<file path="src/rtl/uart_cfg.sv">
// uart_cfg: configurable UART with independent RX and TX.
// Frame: start(0), DATA_BITS data bits LSB first, optional parity, STOP_BITS stop(1).
// Every bit lasts BAUD_CNT = CLK_FREQ/BAUD_RATE clocks. RX majority-votes three
// samples per bit. Parity logic is compiled in only when UART_CFG_PARITY_EN is
// defined. Without it, PARITY has no effect and oRERR_PAR is held at 0.
module uart_cfg #(
    parameter int CLK_FREQ  = 240_000_000,
    parameter int BAUD_RATE = 1_000_000,
    parameter int DATA_BITS = 8,
    parameter int STOP_BITS = 1,
    parameter int PARITY    = 0
) (
    input  logic                 iCLK,
    input  logic                 iRST_N,
    input  logic                 iRX,
    output logic                 oTX,
    input  logic                 iTVALID,
    output logic                 oTREADY,
    input  logic [DATA_BITS-1:0] iTDATA,
    output logic                 oTDONE,
    output logic                 oRVALID,
    output logic [DATA_BITS-1:0] oRDATA,
    output logic                 oRERR_FRAME,
    output logic                 oRERR_PAR
);
    localparam int BAUD_CNT = CLK_FREQ / BAUD_RATE;
    localparam int CW       = $clog2(BAUD_CNT + 1);
    localparam int IW       = 3;

    localparam logic [CW-1:0] CNT_MAX = CW'(BAUD_CNT);
    localparam logic [CW-1:0] SMP_A   = CW'(BAUD_CNT / 4);
    localparam logic [CW-1:0] SMP_B   = CW'(BAUD_CNT / 2);
    localparam logic [CW-1:0] SMP_C   = CW'((3 * BAUD_CNT) / 4);
    localparam logic [CW-1:0] CNT_ONE = CW'(1);
    localparam logic [IW-1:0] DIDX_LAST = IW'(DATA_BITS - 1);
    localparam logic [IW-1:0] SIDX_LAST = IW'(STOP_BITS - 1);

`ifdef UART_CFG_PARITY_EN
    localparam bit PAR_ON  = (PARITY == 1) || (PARITY == 2);
    localparam bit PAR_ODD = (PARITY == 2);

    // Parity bit that makes the frame even (PARITY=1) or odd (PARITY=2).
    function automatic logic par_calc(input logic [DATA_BITS-1:0] d);
        return (^d) ^ PAR_ODD;
    endfunction

    typedef enum logic [2:0] {
        T_IDLE = 3'd0, T_START = 3'd1, T_DATA = 3'd2, T_PAR = 3'd3, T_STOP = 3'd4
    } tx_state_e;
    typedef enum logic [2:0] {
        R_IDLE = 3'd0, R_START = 3'd1, R_DATA = 3'd2, R_PAR = 3'd3, R_STOP = 3'd4
    } rx_state_e;
`else
    typedef enum logic [2:0] {
        T_IDLE = 3'd0, T_START = 3'd1, T_DATA = 3'd2, T_STOP = 3'd4
    } tx_state_e;
    typedef enum logic [2:0] {
        R_IDLE = 3'd0, R_START = 3'd1, R_DATA = 3'd2, R_STOP = 3'd4
    } rx_state_e;
`endif

    // Majority of the three per-bit samples.
    function automatic logic maj3(input logic [2:0] s);
        return (s[0] & s[1]) | (s[0] & s[2]) | (s[1] & s[2]);
    endfunction

    // ------------------------------------------------------------------ TX
    tx_state_e            t_state_q, t_state_d;
    logic [CW-1:0]        t_cnt_q, t_cnt_d;
    logic [IW-1:0]        t_idx_q, t_idx_d;
    logic [DATA_BITS-1:0] t_sh_q, t_sh_d;
    logic                 rdy_q;
    logic                 t_bit_end;
`ifdef UART_CFG_PARITY_EN
    logic                 t_par_q, t_par_d;
`endif

    assign t_bit_end = (t_cnt_q == CNT_MAX);

    // TX control state; reset aborts a frame at once, ready rises on the first edge after release.
    always_ff @(posedge iCLK or negedge iRST_N) begin
        if (!iRST_N) begin
            t_state_q <= T_IDLE;
            t_cnt_q   <= '0;
            t_idx_q   <= '0;
            rdy_q     <= 1'b0;
        end else begin
            t_state_q <= t_state_d;
            t_cnt_q   <= t_cnt_d;
            t_idx_q   <= t_idx_d;
            rdy_q     <= 1'b1;
        end
    end

    // TX data holding registers (no reset needed, loaded on acceptance).
    always_ff @(posedge iCLK) begin
        t_sh_q  <= t_sh_d;
`ifdef UART_CFG_PARITY_EN
        t_par_q <= t_par_d;
`endif
    end

    // TX next state: bit timing, data shifting and frame sequencing.
    always_comb begin
        t_state_d = t_state_q;
        t_idx_d   = t_idx_q;
        t_sh_d    = t_sh_q;
`ifdef UART_CFG_PARITY_EN
        t_par_d   = t_par_q;
`endif
        if (t_state_q == T_IDLE) t_cnt_d = '0;
        else                     t_cnt_d = t_bit_end ? CNT_ONE : t_cnt_q + 1'b1;
        case (t_state_q)
            T_IDLE: begin
                if (iTVALID && rdy_q) begin
                    t_state_d = T_START;
                    t_cnt_d   = CNT_ONE;
                    t_idx_d   = '0;
                    t_sh_d    = iTDATA;
`ifdef UART_CFG_PARITY_EN
                    t_par_d   = par_calc(iTDATA);
`endif
                end
            end
            T_START: begin
                if (t_bit_end) begin
                    t_state_d = T_DATA;
                    t_idx_d   = '0;
                end
            end
            T_DATA: begin
                if (t_bit_end) begin
                    t_sh_d = t_sh_q >> 1;
                    if (t_idx_q == DIDX_LAST) begin
                        t_idx_d = '0;
`ifdef UART_CFG_PARITY_EN
                        t_state_d = PAR_ON ? T_PAR : T_STOP;
`else
                        t_state_d = T_STOP;
`endif
                    end else begin
                        t_idx_d = t_idx_q + 1'b1;
                    end
                end
            end
`ifdef UART_CFG_PARITY_EN
            T_PAR: begin
                if (t_bit_end) begin
                    t_state_d = T_STOP;
                    t_idx_d   = '0;
                end
            end
`endif
            T_STOP: begin
                if (t_bit_end) begin
                    if (t_idx_q == SIDX_LAST) t_state_d = T_IDLE;
                    else                      t_idx_d   = t_idx_q + 1'b1;
                end
            end
            default: t_state_d = T_IDLE;
        endcase
    end

    // TX outputs decoded from state; line idles high.
    always_comb begin
        oTX     = 1'b1;
        oTDONE  = 1'b0;
        oTREADY = rdy_q && (t_state_q == T_IDLE);
        case (t_state_q)
            T_START: oTX = 1'b0;
            T_DATA:  oTX = t_sh_q[0];
`ifdef UART_CFG_PARITY_EN
            T_PAR:   oTX = t_par_q;
`endif
            T_STOP:  oTDONE = t_bit_end && (t_idx_q == SIDX_LAST);
            default: oTX = 1'b1;
        endcase
    end

    // ------------------------------------------------------------------ RX
    rx_state_e            r_state_q, r_state_d;
    logic [1:0]           sync_q;
    logic [CW-1:0]        r_cnt_q, r_cnt_d;
    logic [IW-1:0]        r_idx_q, r_idx_d;
    logic [2:0]           r_smp_q, r_smp_d;
    logic [DATA_BITS-1:0] r_sh_q, r_sh_d;
    logic                 arm_q, arm_d;
    logic                 rvalid_q, rvalid_d;
    logic [DATA_BITS-1:0] rdata_q, rdata_d;
    logic                 ferr_q, ferr_d;
    logic                 rx_s, r_bit_end, r_bit;
`ifdef UART_CFG_PARITY_EN
    logic                 r_par_q, r_par_d;
    logic                 perr_q, perr_d;
`endif

    assign rx_s      = sync_q[1];
    assign r_bit_end = (r_cnt_q == CNT_MAX);
    assign r_bit     = maj3(r_smp_q);

    // RX synchroniser, control state and result registers.
    always_ff @(posedge iCLK or negedge iRST_N) begin
        if (!iRST_N) begin
            sync_q    <= 2'b11;
            r_state_q <= R_IDLE;
            r_cnt_q   <= '0;
            r_idx_q   <= '0;
            arm_q     <= 1'b0;
            rvalid_q  <= 1'b0;
            rdata_q   <= '0;
            ferr_q    <= 1'b0;
`ifdef UART_CFG_PARITY_EN
            perr_q    <= 1'b0;
`endif
        end else begin
            sync_q    <= {sync_q[0], iRX};
            r_state_q <= r_state_d;
            r_cnt_q   <= r_cnt_d;
            r_idx_q   <= r_idx_d;
            arm_q     <= arm_d;
            rvalid_q  <= rvalid_d;
            rdata_q   <= rdata_d;
            ferr_q    <= ferr_d;
`ifdef UART_CFG_PARITY_EN
            perr_q    <= perr_d;
`endif
        end
    end

    // RX sample and shift registers (pure data, no reset).
    always_ff @(posedge iCLK) begin
        r_smp_q <= r_smp_d;
        r_sh_q  <= r_sh_d;
`ifdef UART_CFG_PARITY_EN
        r_par_q <= r_par_d;
`endif
    end

    // RX next state: start detection, 3-point sampling, frame checks.
    always_comb begin
        r_state_d = r_state_q;
        r_idx_d   = r_idx_q;
        r_smp_d   = r_smp_q;
        r_sh_d    = r_sh_q;
        arm_d     = arm_q;
        rvalid_d  = 1'b0;
        rdata_d   = rdata_q;
        ferr_d    = 1'b0;
`ifdef UART_CFG_PARITY_EN
        r_par_d   = r_par_q;
        perr_d    = 1'b0;
`endif
        if (r_state_q == R_IDLE) begin
            r_cnt_d = '0;
        end else begin
            r_cnt_d = r_bit_end ? CNT_ONE : r_cnt_q + 1'b1;
            if (r_cnt_q == SMP_A) r_smp_d[0] = rx_s;
            if (r_cnt_q == SMP_B) r_smp_d[1] = rx_s;
            if (r_cnt_q == SMP_C) r_smp_d[2] = rx_s;
        end
        case (r_state_q)
            R_IDLE: begin
                // A low line only starts a frame once it has been seen high
                // (after reset or after a frame error left the line low).
                if (rx_s) begin
                    arm_d = 1'b1;
                end else if (arm_q) begin
                    r_state_d = R_START;
                    r_cnt_d   = CNT_ONE;
                end
            end
            R_START: begin
                if (r_bit_end) begin
                    if (r_bit) begin
                        r_state_d = R_IDLE;
                    end else begin
                        r_state_d = R_DATA;
                        r_idx_d   = '0;
                    end
                end
            end
            R_DATA: begin
                if (r_bit_end) begin
                    r_sh_d = {r_bit, r_sh_q[DATA_BITS-1:1]};
                    if (r_idx_q == DIDX_LAST) begin
                        r_idx_d = '0;
`ifdef UART_CFG_PARITY_EN
                        r_state_d = PAR_ON ? R_PAR : R_STOP;
`else
                        r_state_d = R_STOP;
`endif
                    end else begin
                        r_idx_d = r_idx_q + 1'b1;
                    end
                end
            end
`ifdef UART_CFG_PARITY_EN
            R_PAR: begin
                if (r_bit_end) begin
                    r_par_d   = r_bit;
                    r_state_d = R_STOP;
                end
            end
`endif
            R_STOP: begin
                // Only the first stop bit is checked; extra stop bits are idle time.
                if (r_bit_end) begin
                    r_state_d = R_IDLE;
                    rvalid_d  = 1'b1;
                    rdata_d   = r_sh_q;
                    ferr_d    = ~r_bit;
                    arm_d     = r_bit;
`ifdef UART_CFG_PARITY_EN
                    perr_d    = PAR_ON && (r_par_q != par_calc(r_sh_q));
`endif
                end
            end
            default: r_state_d = R_IDLE;
        endcase
    end

    // RX outputs are the registered frame results.
    always_comb begin
        oRVALID     = rvalid_q;
        oRDATA      = rdata_q;
        oRERR_FRAME = ferr_q;
`ifdef UART_CFG_PARITY_EN
        oRERR_PAR   = perr_q;
`else
        // Parity is compiled out, so PARITY has no effect here.
        oRERR_PAR   = 1'b0 & (PARITY != 0);
`endif
    end

endmodule

</file>
<file path="config.mk">
export PLATFORM = sky130hd
export DESIGN_NAME = uart_cfg
export DESIGN_NICKNAME = d
export VERILOG_FILES = /design/src/rtl/uart_cfg.sv
export SDC_FILE = /design/constraint.sdc
export NUM_CORES = 1
export LEC_CHECK = 0
export CORE_UTILIZATION = 30
export DETAILED_ROUTE_END_ITERATION = 8
export PLACE_DENSITY = 0.44
export RECOVER_POWER = 100
export SYNTH_ARGS = -nofsm -noshare
export SYNTH_HDL_FRONTEND = slang
export SYNTH_SLANG_ARGS = --single-unit
</file>
<file path="constraint.sdc">
create_clock -name iCLK -period 3.3 [get_ports iCLK]
set_clock_uncertainty 0.05 [all_clocks]
set_input_delay 0.33 -clock iCLK [delete_from_list [all_inputs] [get_ports iCLK]]
set_output_delay 0.33 -clock iCLK [all_outputs]
set_load 0.05 [all_outputs]
</file>
==> impl_metrics.toml <==
[synth]
netlist_instances = 231
synth_cell_type_count = 50
syn_area_mm2 = 0.00280
synth_seq_cells = 61
ys_seq_area_share_pct = 58.0
synth-edff-count = 19
syn-num-nets = 252
avgSynthCellArea_um2 = 12.1
synthArstFlopShare_pct = 68.9
ys_warn_count = 0
ys.flop_type = "dfrtp_1"

[timing]
period_needed_ps = 3060
timing.final.crit_share_pct = 92.8
setup_tns_ps = 0
rsz0062_at_grt = "no"
hold_viol_final = 0
relSlewSlack_pct = -59.4
maxSlewViolCount = 43
worstMarginPinSlew_ps = 2390
max_freq_ghz = 0.327
setup_viol = 0

[critical_path]
crit_buf_inv = 2
rr_endpoint = "t_sh_q[1]"
critPathTopFamily = "buffers and inverters"
max_stage_delay_ps = 910
crit_chain = "inv_1 -> ha_1 -> nand2_1 -> or4_4 -> nor4_1 -> dlygate4sd3_1"
cp-end-kind = "output pin"
worstRegToRegCells = 5
critPathArrivalTime_ps = 2680
rrSetupSlack_ps = 830
rr_startpoint = "t_state_q[1]"
required_ps = 2920
crit_path_top_delay_cell = "dlygate4sd3_1"
cp_max_fo = 7
path_class = "reg2out"
crit_path_start_kind = "register"
cp-startpoint = "t_cnt_q[0]"

[drt]
drt_iter0_markers = 60
vias = 1754
drc_errors = 0
drt-vias-per-instance = 4.73
detail-route-antenna-nets = 0
drt-total-wl_um = 4990
avgRoutedWirePerCell_um = 13.5
dr.pass1.iters = 4

[clock_network]
cts_tree = "yes"
clk_latency_ps = 330
cts_setup_buffers = 0
clk_path_buf_depth = 2
cts_hold_buf = 0
postCtsResizedCells = 0
path_clk_slew_ps = 70
clockRootBuffer = "clkbuf_8"
cts_sinks = 61
htree_levels = 3
cts_made_buffers = 9

[placed_design]
gp_congestion = 0.758
dp_hpwl_um = 3340
portBuffers = 24

[cells_and_area]
final_cell_mix = "dfrtp_1 (40), nor2_1 (21), edfxtp_1 (19)"
fillers = 872
antennaDiodeCount = 0
drive_gt1_share_pct = 14.8
area_growth_pct = 18.4
fin_nets = 279
final_common_cell = "dfrtp_1"

[grt]
grt_max_degree = 43
grt_overflow = 0
grt_pass1_vias = 1765
grt_pass1_wl_um = 8540
antenna_found_initial = 0
grt_use_total_pct = 11.4

[floorplanning]
io_pins = 26
die_y_um = 98.6
rows = 34
fp.dieW_um = 98.6
die-area_mm2 = 0.00972
coreArea_mm2 = 0.00889
start_util_pct = 31.5

[power_and_ir_drop]
power_mw = 1.93
peakVddDrop_mv = 0.228
p_per_area_mw_per_mm2 = 581
p_leak_nw = 1.43

[status]
violations = "max-capacitance violations, max-slew violations"
status = "complete, but fails checks"

[hold_path]
min_to = "sync_q[1]"
hold_depth = 0
hp-start = "sync_q[0]"
hold_class = "reg2reg"

[run]
cap_violations = 1
power breakdown:
group / internal (mW) / switching (mW)
Sequential: 0.862 / 0.0987
Clock: 0.422 / 0.284
Combinational: 0.128 / 0.133
cells by family after synthesis:
family                   Yosys count  share of synthesized area (%)
AND/OR/NAND/NOR                   87                           17.4
flip-flops                        61                           58.0
other                              2                          0.268
XOR/XNOR                          12                           3.75
adder cells (fa/ha/maj)           10                           4.38
buffers and inverters             17                           2.77
multiplexers                      19                           7.60
AO/OA/AOI/OAI                     23                           5.81
state kept, by name, summed over array words and instances (netlist names):
| name | flops |
|---|---|
| r_state_q | 3 |
| r_idx_q | 3 |
| t_cnt_q | 8 |
| arm_q | 1 |
| sync_q | 2 |
| r_smp_q | 3 |
| oRERR_FRAME | 1 |
| r_sh_q | 8 |
| t_idx_q | 3 |
| t_sh_q | 8 |
| oRVALID | 1 |
| t_state_q | 3 |
| r_cnt_q | 8 |
| rdy_q | 1 |
| oRDATA | 8 |
cell usage after synthesis, types with 4 or more instances:
cell       n  area, um2
dfrtp_1   40       1000
nand2_1    9       33.8
edfxtp_1  19        571
nor2b_1    8       50.1
nand3_1    9       45.0
nor2_1    21       78.8
xor2_1     7       61.3
and3_1     6       37.5
nor4_1     4       25.0
a21oi_1    9       45.0
mux2_2    16        180
nand2b_1   5       31.3
ha_1       9        113
xnor2_1    5       43.8
nor3_1     6       30.0
inv_1      7       26.3
clkbuf_1   6       22.5
through the flow:
stage | util, % | cells | hold slack (ps) | setup WS [ps] | cell area, um2
floorplan | - | 231 | -15.6 | 202 | 2800
global placement | 35.3 | 355 | 302 | 648 | 3140
detailed placement | 35.3 | 355 | 302 | 632 | 3140
global route | 37.3 | 371 | 317 | 42.8 | 3310
finish | 37.3 | 371 | 315 | 238 | 3310
CTS | 37.6 | 371 | 157 | 232 | 3350
worst register-to-register path, stage by stage, from the launching register on:
cell and delay, ps:
dfrtp_1 530, nor2b_1 290, nor2b_1 640, nand2_1 100
o21ai_0 110, clkbuf_1 390
per-layer routing:
metal	track usage [%]	routed length [um]	up-vias
li1	-	-	859
met1	15.2	2580	855
met2	17.0	2190	34
met3	2.70	148	6
met4	6.66	78	0
met5	0	0	-
layout make-up:
class	count	area, um2	area share, %
clock buffers	11	131	3.96
clock inverters	5	75.1	2.27
inverters	7	26.3	0.793
multi-input cells	153	1080	32.6
flip-flops and latches	61	1620	49.0
well taps	108	135	4.08
repair buffers	26	241	7.29
how the worst max path moves through the flow:
| stage | to | slack (ps) | depth (start not counted) |
|---|---|---|---|
| final | oTDONE | 240 | 6 |
| after global routing | oTDONE | 40 | 6 |
| after CTS | oTDONE | 230 | 6 |
| after detailed placement | oTDONE | 630 | 6 |
| after global placement | oTDONE | 650 | 6 |
| after floorplan | oTDONE | 200 | 6 |
Power figures use the tool's default switching activity.
